### src/rtl/dcache_axi_bridge.sv
// Purpose: memory-side responder that turns one D-cache line request into a 4-beat 32-bit AXI4 INCR burst.
// Latency: zero-wait read gives mvalid 6 cycles after accept; zero-wait write gives it one cycle after bvalid.
// Backpressure: one request in flight; every valid holds until its ready, and mvalid/mdata hold until dready.
module dcache_axi_bridge #(
  parameter logic [3:0] AXI_ID = 4'd1
) (
  input  logic         clk,
  input  logic         resetn,
  // D-cache side
  input  logic         dvalid,
  input  logic [31:0]  addr,
  input  logic         wen,
  input  logic [127:0] ddata,
  input  logic         dready,
  output logic         mready,
  output logic         mvalid,
  output logic [127:0] mdata,
  // AXI read address / data
  output logic [3:0]   arid,
  output logic [31:0]  araddr,
  output logic [7:0]   arlen,
  output logic [2:0]   arsize,
  output logic [1:0]   arburst,
  output logic         arvalid,
  input  logic         arready,
  input  logic [31:0]  rdata,
  input  logic         rlast,
  input  logic         rvalid,
  output logic         rready,
  // AXI write address / data / response
  output logic [3:0]   awid,
  output logic [31:0]  awaddr,
  output logic [7:0]   awlen,
  output logic [2:0]   awsize,
  output logic [1:0]   awburst,
  output logic         awvalid,
  input  logic         awready,
  output logic [31:0]  wdata,
  output logic [3:0]   wstrb,
  output logic         wlast,
  output logic         wvalid,
  input  logic         wready,
  input  logic         bvalid,
  output logic         bready
);

  typedef enum logic [2:0] {
    IDLE, RD_ADDR, RD_DATA, WR_ADDR, WR_DATA, WR_RESP, RESP
  } state_t;

  state_t         state_q, state_d;
  logic [1:0]     beat_cnt_q, beat_cnt_d;
  logic [31:0]    addr_q, addr_d;
  // Holds the writeback line, or collects the refill line beat by beat.
  logic [127:0]   line_q, line_d;

  // Burst shape and IDs never change; addresses come straight from the latched line address.
  assign arid    = AXI_ID;
  assign awid    = AXI_ID;
  assign arlen   = 8'd3;
  assign awlen   = 8'd3;
  assign arsize  = 3'd2;
  assign awsize  = 3'd2;
  assign arburst = 2'b01;
  assign awburst = 2'b01;
  assign araddr  = addr_q;
  assign awaddr  = addr_q;
  assign mdata   = line_q;
  assign wdata   = line_q[{beat_cnt_q, 5'd0} +: 32];

  // Next-state, datapath updates and output decode; outputs depend only on registered state.
  always_comb begin
    state_d    = state_q;
    beat_cnt_d = beat_cnt_q;
    addr_d     = addr_q;
    line_d     = line_q;
    mready     = 1'b0;
    mvalid     = 1'b0;
    arvalid    = 1'b0;
    rready     = 1'b0;
    awvalid    = 1'b0;
    wvalid     = 1'b0;
    wstrb      = 4'h0;
    wlast      = 1'b0;
    bready     = 1'b0;
    case (state_q)
      IDLE: begin
        mready = 1'b1;
        if (dvalid) begin
          // Masking keeps the whole address port in use while forcing line alignment.
          addr_d     = addr & 32'hFFFF_FFF0;
          line_d     = ddata;
          beat_cnt_d = 2'd0;
          state_d    = wen ? WR_ADDR : RD_ADDR;
        end
      end
      RD_ADDR: begin
        arvalid = 1'b1;
        if (arready) state_d = RD_DATA;
      end
      RD_DATA: begin
        rready = 1'b1;
        if (rvalid) begin
          line_d[{beat_cnt_q, 5'd0} +: 32] = rdata;
          beat_cnt_d = beat_cnt_q + 2'd1;
          // rlast alone ends the burst; a short burst leaves old words in the upper slots.
          if (rlast) state_d = RESP;
        end
      end
      WR_ADDR: begin
        awvalid = 1'b1;
        if (awready) state_d = WR_DATA;
      end
      WR_DATA: begin
        wvalid = 1'b1;
        wstrb  = 4'hF;
        wlast  = (beat_cnt_q == 2'd3);
        if (wready) begin
          beat_cnt_d = beat_cnt_q + 2'd1;
          if (beat_cnt_q == 2'd3) state_d = WR_RESP;
        end
      end
      WR_RESP: begin
        bready = 1'b1;
        if (bvalid) state_d = RESP;
      end
      RESP: begin
        mvalid = 1'b1;
        if (dready) begin
          beat_cnt_d = 2'd0;
          state_d    = IDLE;
        end
      end
      default: state_d = IDLE;
    endcase
  end

  // State and datapath registers; reset abandons any burst in flight.
  always_ff @(posedge clk or negedge resetn) begin
    if (!resetn) begin
      state_q    <= IDLE;
      beat_cnt_q <= 2'd0;
      addr_q     <= 32'd0;
      line_q     <= 128'd0;
    end else begin
      state_q    <= state_d;
      beat_cnt_q <= beat_cnt_d;
      addr_q     <= addr_d;
      line_q     <= line_d;
    end
  end

endmodule

### config.mk
export PLATFORM = sky130hd
export DESIGN_NAME = dcache_axi_bridge
export DESIGN_NICKNAME = d
export VERILOG_FILES = /design/src/rtl/dcache_axi_bridge.sv
export SDC_FILE = /design/constraint.sdc
export NUM_CORES = 1
export LEC_CHECK = 0
export BUFFER_PORTS_ARGS = -buffer_cell sky130_fd_sc_hd__clkbuf_2
export CAP_MARGIN = 10
export CORE_AREA = 2 2 183 185
export DETAILED_ROUTE_END_ITERATION = 8
export DIE_AREA = 0 0 185 187
export HOLD_SLACK_MARGIN = 0.03
export PLACE_DENSITY = 0.57
export SLEW_MARGIN = 20
export SYNTH_ARGS = -nofsm -noshare
export SYNTH_HDL_FRONTEND = slang
export SYNTH_SLANG_ARGS = --single-unit
### constraint.sdc
create_clock -name clk -period 2.65 [get_ports clk]
set_input_delay 0.795 -clock clk [delete_from_list [all_inputs] [get_ports clk]]
set_output_delay 0.795 -clock clk [all_outputs]
set_load 0.05 [all_outputs]
==> summary.txt <==
Outcome: finished with violations
Violated checks: negative setup slack
Critical path data required time: 1.86 ns
Hold slack: 0.282 ns
Fin nets: 1316
First-pass GRT wire length: 51300 um
DR WL/cell: 22.1 um
Area delta synth->final: 35.0%
Hold Crit Class: in2async
Remaining DRCs: 0
Post-synthesis simple-gate area fraction: 6.04%
CTS Buffer Depth: 2
Hpwl dp: 25000 um
Least-Margin Pin Slew: 1.01 ns
DRT Wirelength: 34700 um
Max Clock Skew: 0.0145 ns
Sequential cell area fraction in the yosys report: 42.5%
Netlist cell types: 43
Met3 Use GR: 5.20%
Fmax: 0.371 GHz
RSZ-0062 raised after global routing: true
Xor-xnor portion of the synthesized cell area: 0%
Initial antenna violation count: 0
Die height: 187 um
I/O Pins: 473
Drt via density: 5.09
Nature of the critical path endpoint: output pin
GRT Residual Overflow: 0
FF-to-FF path depth: 6
Vias: 7985
Fin. Hold Viols: 0
Syn Inst Count: 729
Slew HR: 32.4%
Core Box Area: 32900 um^2
Routing usage on met1: 25.9%
Post-synthesis mux area share: 26.2%
Synth Area per Inst: 13.0 um^2
Placer congestion estimate: 0.768
Row count: 67
Drt pass-1 iters: 5
Final WS setup: -0.0489 ns
Post-synth EDFFs: 0
CTS HTree Levels: 4
Synth warnings: 0
Min cycle time layout: 2.70 ns
Worst-skew pair later-pin latency: 0.45 ns
Area share of fa/ha/maj cells after synthesis: 0.659%
DRT iter0 DRCs: 432
FFs w/ async S/R, synth: 100%
Total die area: 34600 um^2
Post-CTS Hold Buffers: 0
Largest family of logic cells by synthesized area: multiplexers
Initial Util: 28.9%
Post-DRT Antenna Nets: 0
Reg clk slew, reported paths: 0.08 ns
Critical path class: reg2out
CTS tree: built
Worst EP arrival: 1.90 ns
Busiest grt layer: met2
CTS sink cnt: 161
Largest net degree at the start of global routing: 66
Die X: 185 um
Slew Limit Fails: 0
Crit path max fanout: 6
Total CTS buffers: 17
Final period util: 102%
CTS Root Buffer Type: clkbuf_16
FF+latch count, synth: 161
Buffers added on ports: 426
Max-Cap Viols: 0
Post-Syn Area: 9490 um^2
Met2 usage: 32.0%
Layout cells sized above 1: 62.9%
Final Setup Violations: 10
Startpoint Class: flip-flop
# fillers: 3228
Number of global-route vias before repair: 7969
Ys flop type: dfrtp_1
Compound-Gate Fraction of Synth Area: 14.0%
GRT Overall Usage: 19.8%
# diodes: 0
registers in the layout, summed over array words and instances (netlist names):
name        flops
araddr         28
state_q         3
mdata         128
beat_cnt_q      2
stage by stage:
| stage | setup WS, ns | instance area, um^2 | util, % | cells | TNS, ns |
|---|---|---|---|---|---|
| after floorplan | 0.0355 | 9650 | - | 769 | 0 |
| after global placement | 0.175 | 11900 | 36.1 | 1528 | 0 |
| after detailed placement | 0.143 | 11900 | 36.1 | 1528 | 0 |
| after CTS | -0.107 | 12700 | 38.8 | 1563 | -0.843 |
| after global routing | -0.0943 | 12800 | 39.0 | 1568 | -1.37 |
| final | -0.0489 | 12800 | 39.0 | 1568 | -0.171 |
critical path, stage by stage (launching register included):
cell     delay, ns
dfrtp_4       0.51
buf_12        0.15
buf_12        0.14
mux4_2        0.48
buf_8         0.18
layout make-up:
cell class / count / area [um^2] / share of cell area [%]
Inverter: 4 / 15.0 / 0.117
Timing Repair Buffer: 469 / 2910 / 22.7
Clock inverter: 14 / 155 / 1.21
Clock buffer: 17 / 425 / 3.32
Tap cell: 448 / 561 / 4.38
Sequential cell: 161 / 4040 / 31.5
Multi-Input combinational cell: 455 / 4710 / 36.8
placed cells by master (no fill, tap or decap), drive strengths merged, types with 5 or more instances in the layout:
cell / n
dfrtp: 161
inv: 9
a22o: 65
nor4bb: 35
mux4: 32
buf: 66
a32o: 64
nand3: 5
conb: 42
clkbuf: 420
mux2: 156
a21oi: 6
nor2: 9
clkinv: 5
ha: 5
routing by layer:
layer	wire length, um	part of all wire (%)
met1	14900	43
met3	2440	7.0
met4	630	1.8
met2	16700	48
met5	0	0
cell usage after synthesis (2+ instances only):
library cell / n / area share, %
nand3b_1: 4 / 0.32
mux2_1: 5 / 0.59
a22o_1: 65 / 6.0
nand2_1: 4 / 0.16
a21oi_2: 4 / 0.37
and2_1: 2 / 0.13
conb_1: 2 / 0.079
dfrtp_1: 161 / 42
nor4bb_1: 35 / 3.7
buf_6: 12 / 1.4
a21oi_1: 2 / 0.11
nor2_1: 8 / 0.32
clkbuf_1: 38 / 1.5
nand2b_1: 4 / 0.26
o21ai_0: 3 / 0.16
inv_1: 4 / 0.16
nor2b_1: 2 / 0.13
ha_1: 5 / 0.66
buf_2: 15 / 0.79
nand3_1: 5 / 0.26
mux4_2: 32 / 7.6
a32o_1: 64 / 6.8
buf_4: 83 / 6.6
mux2_2: 151 / 18
repair_timing:
item,4_1_cts,5_1_grt
resized for setup,61,23
endpoints found under the setup margin,33,33
gates cloned,1,0
buffers inserted,3,5
endpoints found under the hold margin,0,0
worst paths after layout:
kind | from | endpoint | slack [ns]
max | beat_cnt_q[0] | wdata[19] | -0.05
min | resetn | mdata[25] | 0.28
max reg2reg | beat_cnt_q[0] | mdata[45] | 0.11
min reg2reg | araddr[17] | araddr[17] | 0.52
max in group asynchronous | resetn | state_q[0] | 1.70
min in group clk | araddr[17] | araddr[17] | 0.52
kinds of logic after synthesis:
family                   Yosys count
AO/OA/AOI/OAI                    146
adder cells (fa/ha/maj)            5
buffers and inverters            153
flip-flops                       161
multiplexers                     189
other                              2
AND/OR/NAND/NOR                   73
Power is not shown: default switching activity piles up to over one toggle a cycle in this logic, so the estimate is an artifact.
